<file path="config.mk">
export PLATFORM = sky130hd
export DESIGN_NAME = mdl_bdi_byte_assembler
export DESIGN_NICKNAME = d
export VERILOG_FILES = /design/src/rtl/mdl_bdi_byte_assembler.sv
export SDC_FILE = /design/constraint.sdc
export NUM_CORES = 1
export LEC_CHECK = 0
export CELL_PAD_IN_SITES_DETAIL_PLACEMENT = 0
export CELL_PAD_IN_SITES_GLOBAL_PLACEMENT = 1
export CORE_ASPECT_RATIO = 1.75
export CORE_MARGIN = 8
export CORE_UTILIZATION = 25
export CTS_BUF_LIST = sky130_fd_sc_hd__clkbuf_4 sky130_fd_sc_hd__clkbuf_8
export CTS_CLUSTER_SIZE = 25
export DETAILED_ROUTE_END_ITERATION = 8
export PLACE_DENSITY_LB_ADDON = 0.08
export SLEW_MARGIN = 5
export SYNTH_ARGS = -nofsm -noshare
export SYNTH_HDL_FRONTEND = slang
export SYNTH_SLANG_ARGS = --single-unit
</file>
<file path="constraint.sdc">
create_clock -name i_MCLK -period 1.8 [get_ports i_MCLK]
set_input_delay 0.36 -clock i_MCLK [delete_from_list [all_inputs] [get_ports i_MCLK]]
set_output_delay 0.36 -clock i_MCLK [all_outputs]
set_load 0.05 [all_outputs]
</file>
<file path="src/rtl/mdl_bdi_byte_assembler.sv">
// mdl_bdi_byte_assembler
// Packs the serial bubble data stream into LSB-first bytes, tracks a per-page
// checksum and byte count, and queues finished bytes in a small FWFT FIFO
// toward the CPU/DMA read side.
module mdl_bdi_byte_assembler #(
    parameter int PAGE_BYTES = 64,
    parameter int FIFO_DEPTH = 4
) (
    input  logic                          i_MCLK,
    input  logic                          i_SYS_RST_n,
    input  logic                          i_CLK2M_PCEN_n,
    input  logic                          i_PAGE_START,
    input  logic                          i_BIT_VALID,
    input  logic                          i_SUPBD_ACT_n,
    input  logic                          i_MUXED_BDI,
    output logic [7:0]                    o_BYTE_DATA,
    output logic                          o_BYTE_VALID,
    input  logic                          i_BYTE_READY,
    output logic [$clog2(FIFO_DEPTH):0]   o_FIFO_LEVEL,
    output logic [7:0]                    o_CHKSUM,
    output logic                          o_PAGE_DONE,
    output logic                          o_OVERRUN,
    output logic                          o_BUSY
);

    localparam int PW = $clog2(FIFO_DEPTH);
    localparam int LW = PW + 1;
    localparam int BW = $clog2(PAGE_BYTES + 1);
    localparam logic [BW-1:0] LAST_BYTE = BW'(PAGE_BYTES - 1);
    localparam logic [LW-1:0] FULL_LVL  = LW'(FIFO_DEPTH);

    typedef enum logic [1:0] {
        ST_IDLE     = 2'd0,
        ST_ASSEMBLE = 2'd1,
        ST_DONE     = 2'd2
    } state_t;

    state_t           state_q, state_d;
    logic [2:0]       bit_cnt_q, bit_cnt_d;
    logic [7:0]       shift_q, shift_d;
    logic [BW-1:0]    byte_cnt_q, byte_cnt_d;
    logic [7:0]       chksum_q, chksum_d;
    logic             page_done_q, page_done_d;
    logic             overrun_q, overrun_d;

    logic [PW-1:0]    wr_ptr_q, wr_ptr_d;
    logic [PW-1:0]    rd_ptr_q, rd_ptr_d;
    logic [LW-1:0]    level_q, level_d;
    logic [7:0]       head_q, head_d;
    logic [7:0]       mem_q [FIFO_DEPTH];

    logic             bit_en;
    logic             start;
    logic             accept;
    logic             byte_done;
    logic             last_byte;
    logic [7:0]       new_byte;
    logic             fifo_full;
    logic             fifo_empty;
    logic             push;
    logic             pop;
    logic [PW-1:0]    rd_nxt;

    // Bit-side strobes: enable, page start, and the byte being completed
    always_comb begin
        bit_en    = ~i_CLK2M_PCEN_n;
        start     = bit_en & i_PAGE_START;
        new_byte  = {i_MUXED_BDI, shift_q[7:1]};
        byte_done = accept & (bit_cnt_q == 3'd7);
        last_byte = byte_done & (byte_cnt_q == LAST_BYTE);
    end

    // FSM state register
    always_ff @(posedge i_MCLK or negedge i_SYS_RST_n) begin
        if (!i_SYS_RST_n) state_q <= ST_IDLE;
        else if (bit_en)  state_q <= state_d;
    end

    // FSM next state: a page start always (re)enters ASSEMBLE
    always_comb begin
        state_d = state_q;
        if (start)
            state_d = ST_ASSEMBLE;
        else if (state_q == ST_ASSEMBLE && last_byte)
            state_d = ST_DONE;
    end

    // FSM outputs: bit acceptance is suppressed on the page-start edge
    always_comb begin
        o_BUSY = (state_q == ST_ASSEMBLE);
        accept = bit_en & ~i_PAGE_START & (state_q == ST_ASSEMBLE)
                 & i_BIT_VALID & i_SUPBD_ACT_n;
    end

    // Page datapath next-state: shift register, counters, checksum, flags
    always_comb begin
        shift_d     = shift_q;
        bit_cnt_d   = bit_cnt_q;
        byte_cnt_d  = byte_cnt_q;
        chksum_d    = chksum_q;
        page_done_d = page_done_q;
        overrun_d   = overrun_q;
        if (start) begin
            shift_d     = '0;
            bit_cnt_d   = '0;
            byte_cnt_d  = '0;
            chksum_d    = '0;
            page_done_d = 1'b0;
            overrun_d   = 1'b0;
        end else if (accept) begin
            // shift right so the first accepted bit ends up in bit 0
            shift_d   = new_byte;
            bit_cnt_d = bit_cnt_q + 3'd1;
            if (byte_done) begin
                chksum_d   = chksum_q + new_byte;
                byte_cnt_d = byte_cnt_q + BW'(1);
                if (last_byte)
                    page_done_d = 1'b1;
                // byte lost when the FIFO cannot take it this edge
                if (fifo_full && !pop)
                    overrun_d = 1'b1;
            end
        end
    end

    // Page datapath registers, gated by the bit-side enable
    always_ff @(posedge i_MCLK or negedge i_SYS_RST_n) begin
        if (!i_SYS_RST_n) begin
            shift_q     <= '0;
            bit_cnt_q   <= '0;
            byte_cnt_q  <= '0;
            chksum_q    <= '0;
            page_done_q <= 1'b0;
            overrun_q   <= 1'b0;
        end else if (bit_en) begin
            shift_q     <= shift_d;
            bit_cnt_q   <= bit_cnt_d;
            byte_cnt_q  <= byte_cnt_d;
            chksum_q    <= chksum_d;
            page_done_q <= page_done_d;
            overrun_q   <= overrun_d;
        end
    end

    // FIFO control: pop on every clock, push only from a completed byte
    always_comb begin
        fifo_full  = (level_q == FULL_LVL);
        fifo_empty = (level_q == '0);
        pop        = ~fifo_empty & i_BYTE_READY;
        push       = byte_done & (~fifo_full | pop);
        rd_nxt     = rd_ptr_q + PW'(1);
        wr_ptr_d   = push ? wr_ptr_q + PW'(1) : wr_ptr_q;
        rd_ptr_d   = pop  ? rd_nxt : rd_ptr_q;
        level_d    = level_q;
        case ({push, pop})
            2'b10:   level_d = level_q + LW'(1);
            2'b01:   level_d = level_q - LW'(1);
            default: level_d = level_q;
        endcase
    end

    // FWFT head register: holds the last byte once the FIFO drains
    always_comb begin
        head_d = head_q;
        if (pop) begin
            if (level_q == LW'(1))
                head_d = push ? new_byte : head_q;
            else
                head_d = mem_q[rd_nxt];
        end else if (push && fifo_empty) begin
            head_d = new_byte;
        end
    end

    // FIFO pointer, level and head registers (every clock edge)
    always_ff @(posedge i_MCLK or negedge i_SYS_RST_n) begin
        if (!i_SYS_RST_n) begin
            wr_ptr_q <= '0;
            rd_ptr_q <= '0;
            level_q  <= '0;
            head_q   <= '0;
        end else begin
            wr_ptr_q <= wr_ptr_d;
            rd_ptr_q <= rd_ptr_d;
            level_q  <= level_d;
            head_q   <= head_d;
        end
    end

    // FIFO storage; contents are don't-care until the level covers them
    always_ff @(posedge i_MCLK) begin
        if (push) mem_q[wr_ptr_q] <= new_byte;
    end

    // Output drive
    always_comb begin
        o_BYTE_DATA  = head_q;
        o_BYTE_VALID = ~fifo_empty;
        o_FIFO_LEVEL = level_q;
        o_CHKSUM     = chksum_q;
        o_PAGE_DONE  = page_done_q;
        o_OVERRUN    = overrun_q;
    end

endmodule

</file>
### Word-level counts from Yosys, hierarchy flattened

Memory sizes are Yosys's and may differ from the RTL's.
Index checks and enable logic that the tools add are counted.

* register bits: 45
* bits in writable memories: 32
* output and inout port bits: 23
* logic and storage cells: 86
* bits of input ports: 8
* memories kept: 1

* bitwise operators: 14
* reductions and logical operators: 18
* mux-type cells: 27
* equal/unequal tests: 8
* add/sub/neg operators: 7

Memories
* mem_q: words 4, width 8, rd ports 1, clocked after Yosys merged registers in 0, write ports 1, RTL line 50 `logic [7:0] mem_q [FIFO_DEPTH];`

Operators with widths (number)
* $mux W8: 9
* $mux W7: 3
* $reduce_bool A2 Y1: 7
* $mux W1: 10
* $and A1 B1 Y1: 9
* $add A8 B8 Y8: 1
* $reduce_and A4 Y1: 2
* $add A7 B1 Y7 const B: 1
* $eq A7 B6 Y1 const B: 1
* $add A3 B1 Y3 const B: 2
* $eq A3 B3 Y1 const B: 2
* $mux W3: 2
* $pmux W3 S2: 1
* $reduce_and A2 Y1: 3
* $add A2 B1 Y2 const B: 2
* $eq A2 B1 Y1 const B: 2
* $mux W2: 2
* $not A1 Y1: 4
* $eq A3 B1 Y1 const B: 1
* $logic_and A1 B1 Y1: 3
* $logic_not A3 Y1: 1
* $ne A3 B3 Y1 const B: 1
* $reduce_and A3 Y1: 1
* $sub A3 B1 Y3 const B: 1
* 3 further kinds: 3

### Depth between registers and ports, before layout

* word-level depth: 11
* depth in mapped cells: 9
* mapped depth without buffers: 7

### Least setup slack after synthesis

OpenSTA, ideal clock, no wires.

* kind: reg-to-reg
* start: reg level_q[0] (netlist: o_FIFO_LEVEL[0])
* end: mem mem_q[2][0] (enable)
* required time: 1468 ps
* period minus slack after synthesis: 2379 ps
* setup slack: -579 ps
* stages on the path, launching flop included: 6
* path buffers: 0
* library setup time: 332 ps
* data arrival time: 2047 ps
* path through: dfrtp_1 > inv_1 > ha_1 > and3b_1 > nor4_4 > and2_1

* longest elaborated chain between the ends: 7
* elaborated cells on any way between the ends: 9
* those cells by class: 1 x eq/ne; 2 x mux; 5 x bitwise; 1 x reduce/logical

Ends and longest elaborated chain
* start: declaration: RTL line 48 `logic [LW-1:0] level_q, level_d;`
* start signal: assignment: RTL line 185 `level_q <= level_d;`
* $logic_not A3 Y1: RTL line 148 `fifo_empty = (level_q == '0);`
* $not A1 Y1: RTL line 149 `pop = ~fifo_empty & i_BYTE_READY;`
* $and A1 B1 Y1: RTL line 149
* $or A1 B1 Y1 *: RTL line 150 `push = byte_done & (~fifo_full | pop);`
* $and A1 B1 Y1 *: RTL line 150
* $mux W1 *: RTL line 192 `if (push) mem_q[wr_ptr_q] <= new_byte;`
* $mux W1 (not written as such) *: RTL line 192
* end: declaration: RTL line 50

Mark *: on every way between the ends. The rest lies on a longest branch, timed or not.

### Worst setup path after layout

* start: reg chksum_q[1] (netlist: o_CHKSUM[1])
* end: reg chksum_q[7] (netlist: o_CHKSUM[7])

* longest elaborated chain between the ends: 4

Ends and longest elaborated chain
* start: declaration: RTL line 42 `logic [7:0] chksum_q, chksum_d;`
* start signal: assignment: RTL line 139 `chksum_q <= chksum_d;`
* $add A8 B8 Y8: RTL line 115 `chksum_d = chksum_q + new_byte;`
* $mux W8: RTL line 114 `if (byte_done) begin`
* $mux W8: RTL line 110 `end else if (accept) begin`
* $mux W8: RTL line 103 `if (start) begin`

Every way passes these cells. The select of a mux whose other input is x is not followed.
A chain may end at the register's enable or synchronous reset.

==> impl_metrics.json <==
{
  "status": "completed",
  "fin_crit_sh_pct": 99.94,
  "grt_util_met2_pct": 17.59,
  "stdcell_area_sq_um": 4790,
  "synth_seq_cells": 76,
  "drtIter0Drc": 73,
  "ant_nets": 0,
  "routed_wl_mm": 8.562,
  "synth-async-reset-ratio_pct": 57.89,
  "switchingPower_mw": 1.853,
  "std_cell_rows": 58,
  "dp_worst_setup_slack_ns": -0.3352,
  "wl_per_cell_um": 15.62,
  "clock_latency_ns": 0.35,
  "areaGrowthSynthToFinish_pct": 31.86,
  "syn_area_sq_um": 3632,
  "seqPwrFrac_pct": 40.4,
  "fp.dieArea_sq_um": 18790,
  "finalSetupViolations": 0,
  "die_h_um": 175.5,
  "synth_nets": 312,
  "min_path_type": "in2async",
  "reg2reg_to": "o_CHKSUM[7]",
  "use_met1_pct": 10.54,
  "drv_cap": 0,
  "post-place-cells": 529,
  "grt_pass1_wl_mm": 14.19,
  "synthFlopType": "dfrtp_1",
  "cts-buffers-inserted": 9,
  "port-buffer-count": 30,
  "grt_pass1_vias": 2662,
  "yosysWarningCount": 0,
  "grt_start_max_net_pins": 45,
  "slew_headroom_pct": 69.78,
  "cts_max_path_buffers": 2,
  "grt-busiest-layer": "met2",
  "initial_core_util_pct": 25.41,
  "pwr-share-comb_pct": 34.1,
  "worst-setup-path-type": "reg2reg",
  "io_pins": 31,
  "cp-start-kind": "register",
  "fin_crit_ns": 1.799,
  "synth_cells": 285,
  "hold_violations": 0,
  "cp-endpoint": "o_CHKSUM[7]",
  "grtUsageMet3_pct": 2.385,
  "fp.coreArea_sq_um": 14300,
  "vias": 2390,
  "synth_edf_count": 32,
  "swShare_pct": 35.72,
  "pwr_density_cell_nw_per_um2": 1083,
  "overflow": 0,
  "die_w_um": 107.1,
  "crit_start": "o_CHKSUM[1]",
  "grt.total_usage_pct": 9.826,
  "crit_fanout": 3,
  "rsz0062_at_grt": "true",
  "antenna_found_initial": 0,
  "placed_area_sq_um": 4537,
  "drive_above_1_share_pct": 35.87,
  "cts_root_buf": "clkbuf_8",
  "htree_levels": 3,
  "detailed_place_hpwl_mm": 6.440,
  "fin_skew_ns": 0.009933,
  "layout_setup_ws_ns": 0.001094,
  "cts_tree": "done",
  "reg2regPathDepth": 6,
  "cts_sinks": 76,
  "p_int_mw": 3.333,
  "drv_slew": 0,
  "fin_cells": 548,
  "max_freq_ghz": 0.5559,
  "nNetsFinal": 390,
  "yosysUniqueCellTypes": 46,
  "num_antenna_cells": 0,
  "power_leakage_nw": 2.062,
  "first_pass_iters": 4,
  "r2r_start": "o_CHKSUM[1]",
  "gp_congestion": 0.6882,
  "rrSetupSlack_ns": 0.001,
  "worst_pin_slew_ns": 0.4533,
  "viasPerCell": 4.361,
  "vdd_drop_max_mv": 0.4186,
  "avgSynthCellArea_sq_um": 12.74,
  "cp.arrival_ns": 2.04,
  "critPathCaptureType": "register",
  "post-route-drc-count": 0,
  "seq_area_frac_synth_pct": 56.77,
  "cp.required_ns": 2.04,
  "cts.clk_slew.worst_paths_ns": 0.08,
  "postLayoutCoreUtil_pct": 33.50,
  "clkPwrFrac_pct": 25.4
}
## flip-flops by register name (all words and copies together), names as in the netlist, 2 cells and up
| name | count |
|---|---|
| mem_q | 32 |
| o_FIFO_LEVEL | 3 |
| byte_cnt_q | 7 |
| o_BYTE_DATA | 8 |
| wr_ptr_q | 2 |
| state_q | 2 |
| o_CHKSUM | 8 |
| rd_ptr_q | 2 |
| bit_cnt_q | 3 |
| shift_q | 7 |
## synthesized netlist by cell type (2+ instances only)
cell,instances,area share [%]
nand2b_1,2,0.34
clkbuf_1,3,0.31
nand2_1,17,1.8
dfrtp_1,44,30
xor2_1,5,1.2
buf_2,4,0.55
and2_2,3,0.62
nand3_1,22,3.0
buf_4,2,0.41
nor2_1,28,2.9
o21ai_0,13,1.8
edfxtp_1,32,26
o211ai_1,4,0.83
xnor2_1,7,1.7
inv_1,9,0.93
or3_1,2,0.34
ha_1,18,6.2
and3_1,3,0.52
nand4_1,4,0.69
mux4_2,8,5.0
mux2i_1,14,3.9
a21o_1,4,0.83
a21oi_1,14,1.9
## cell usage in the layout, fill, tap and decap left out, types with 5 or more instances in the layout
cell	n
a21oi_1	13
buf_4	62
o21ai_0	12
mux4_2	8
ha_1	11
nand3_1	22
xor2_1	5
clkbuf_8	9
dfrtp_2	9
edfxtp_1	32
xnor2_1	7
ha_4	6
mux2i_1	14
clkdlybuf4s50_1	6
inv_1	6
nor2_1	28
nand2_1	17
buf_12	6
dfrtp_1	35
## worst min path at each step
stage / endpoint / slack [ns]
global placement: o_BYTE_DATA[5] / 0.38
floorplan: bit_cnt_q[0] / 0.06
detailed placement: o_BYTE_DATA[5] / 0.37
global route: o_BYTE_DATA[5] / 0.52
CTS: bit_cnt_q[0] / 0.50
finish: o_BYTE_DATA[5] / 0.51
## final cells by class
type | count | area (sq um)
clock buffers | 9 | 123.9
flip-flops and latches | 76 | 2073
clock inverters | 7 | 73.82
repair buffers | 77 | 671.9
inverters | 9 | 33.78
multi-input cells | 190 | 1588
fillers | 1417 | 9507
well taps | 180 | 225.2
## per-layer routing
| layer | up-vias | routed length (um) |
|---|---|---|
| li1 | 1189 | - |
| met1 | 1160 | 3448 |
| met2 | 33 | 4684 |
| met3 | 8 | 294 |
| met4 | 0 | 134 |
| met5 | - | 0 |
## stage by stage
| step | TNS (ns) | hold slack, ns | power (mW) |
|---|---|---|---|
| floorplan | -3.972 | 0.06441 | 3.293 |
| global placement | -11.85 | 0.3750 | 3.920 |
| detailed placement | -14.36 | 0.3736 | 3.934 |
| CTS | -0.01420 | 0.5032 | 5.295 |
| global route | -0.2111 | 0.5247 | 5.511 |
| finish | 0 | 0.5136 | 5.186 |
## power groups by stage
stage / Sequential [mW] / Combinational, mW / Clock, mW
after CTS: 2.10 / 1.80 / 1.39
after floorplan: 2.53 / 0.760 / 0
after global routing: 2.13 / 1.92 / 1.46
final: 2.10 / 1.77 / 1.32
after global placement: 2.14 / 1.78 / 0
after detailed placement: 2.14 / 1.80 / 0
## critical path: stages (launching register included)
cell,delay (ns)
dfrtp_2,0.44
ha_4,0.23
a211oi_4,0.24
o211ai_1,0.16
a21o_1,0.20
and3_1,0.15
a311o_1,0.26
## logic make-up after synthesis
logic type               after synthesis  share of synthesized area, %
adder cells (fa/ha/maj)               19                         6.752
AND/OR/NAND/NOR                       95                         15.05
buffers and inverters                 19                         2.514
multiplexers                          22                         8.818
XOR/XNOR                              12                         2.894
flip-flops                            76                         56.77
AO/OA/AOI/OAI                         42                         7.200
## what timing repair did
item                       in CTS  in global routing
hold endpoints to repair       39                  0
setup endpoints to repair      35                 47
buffers inserted                0                  2
hold buffers                    1                  0
gates resized for setup         2                  5
pin swaps                       2                  4
Note: power is estimated with default switching activity, not from simulation.
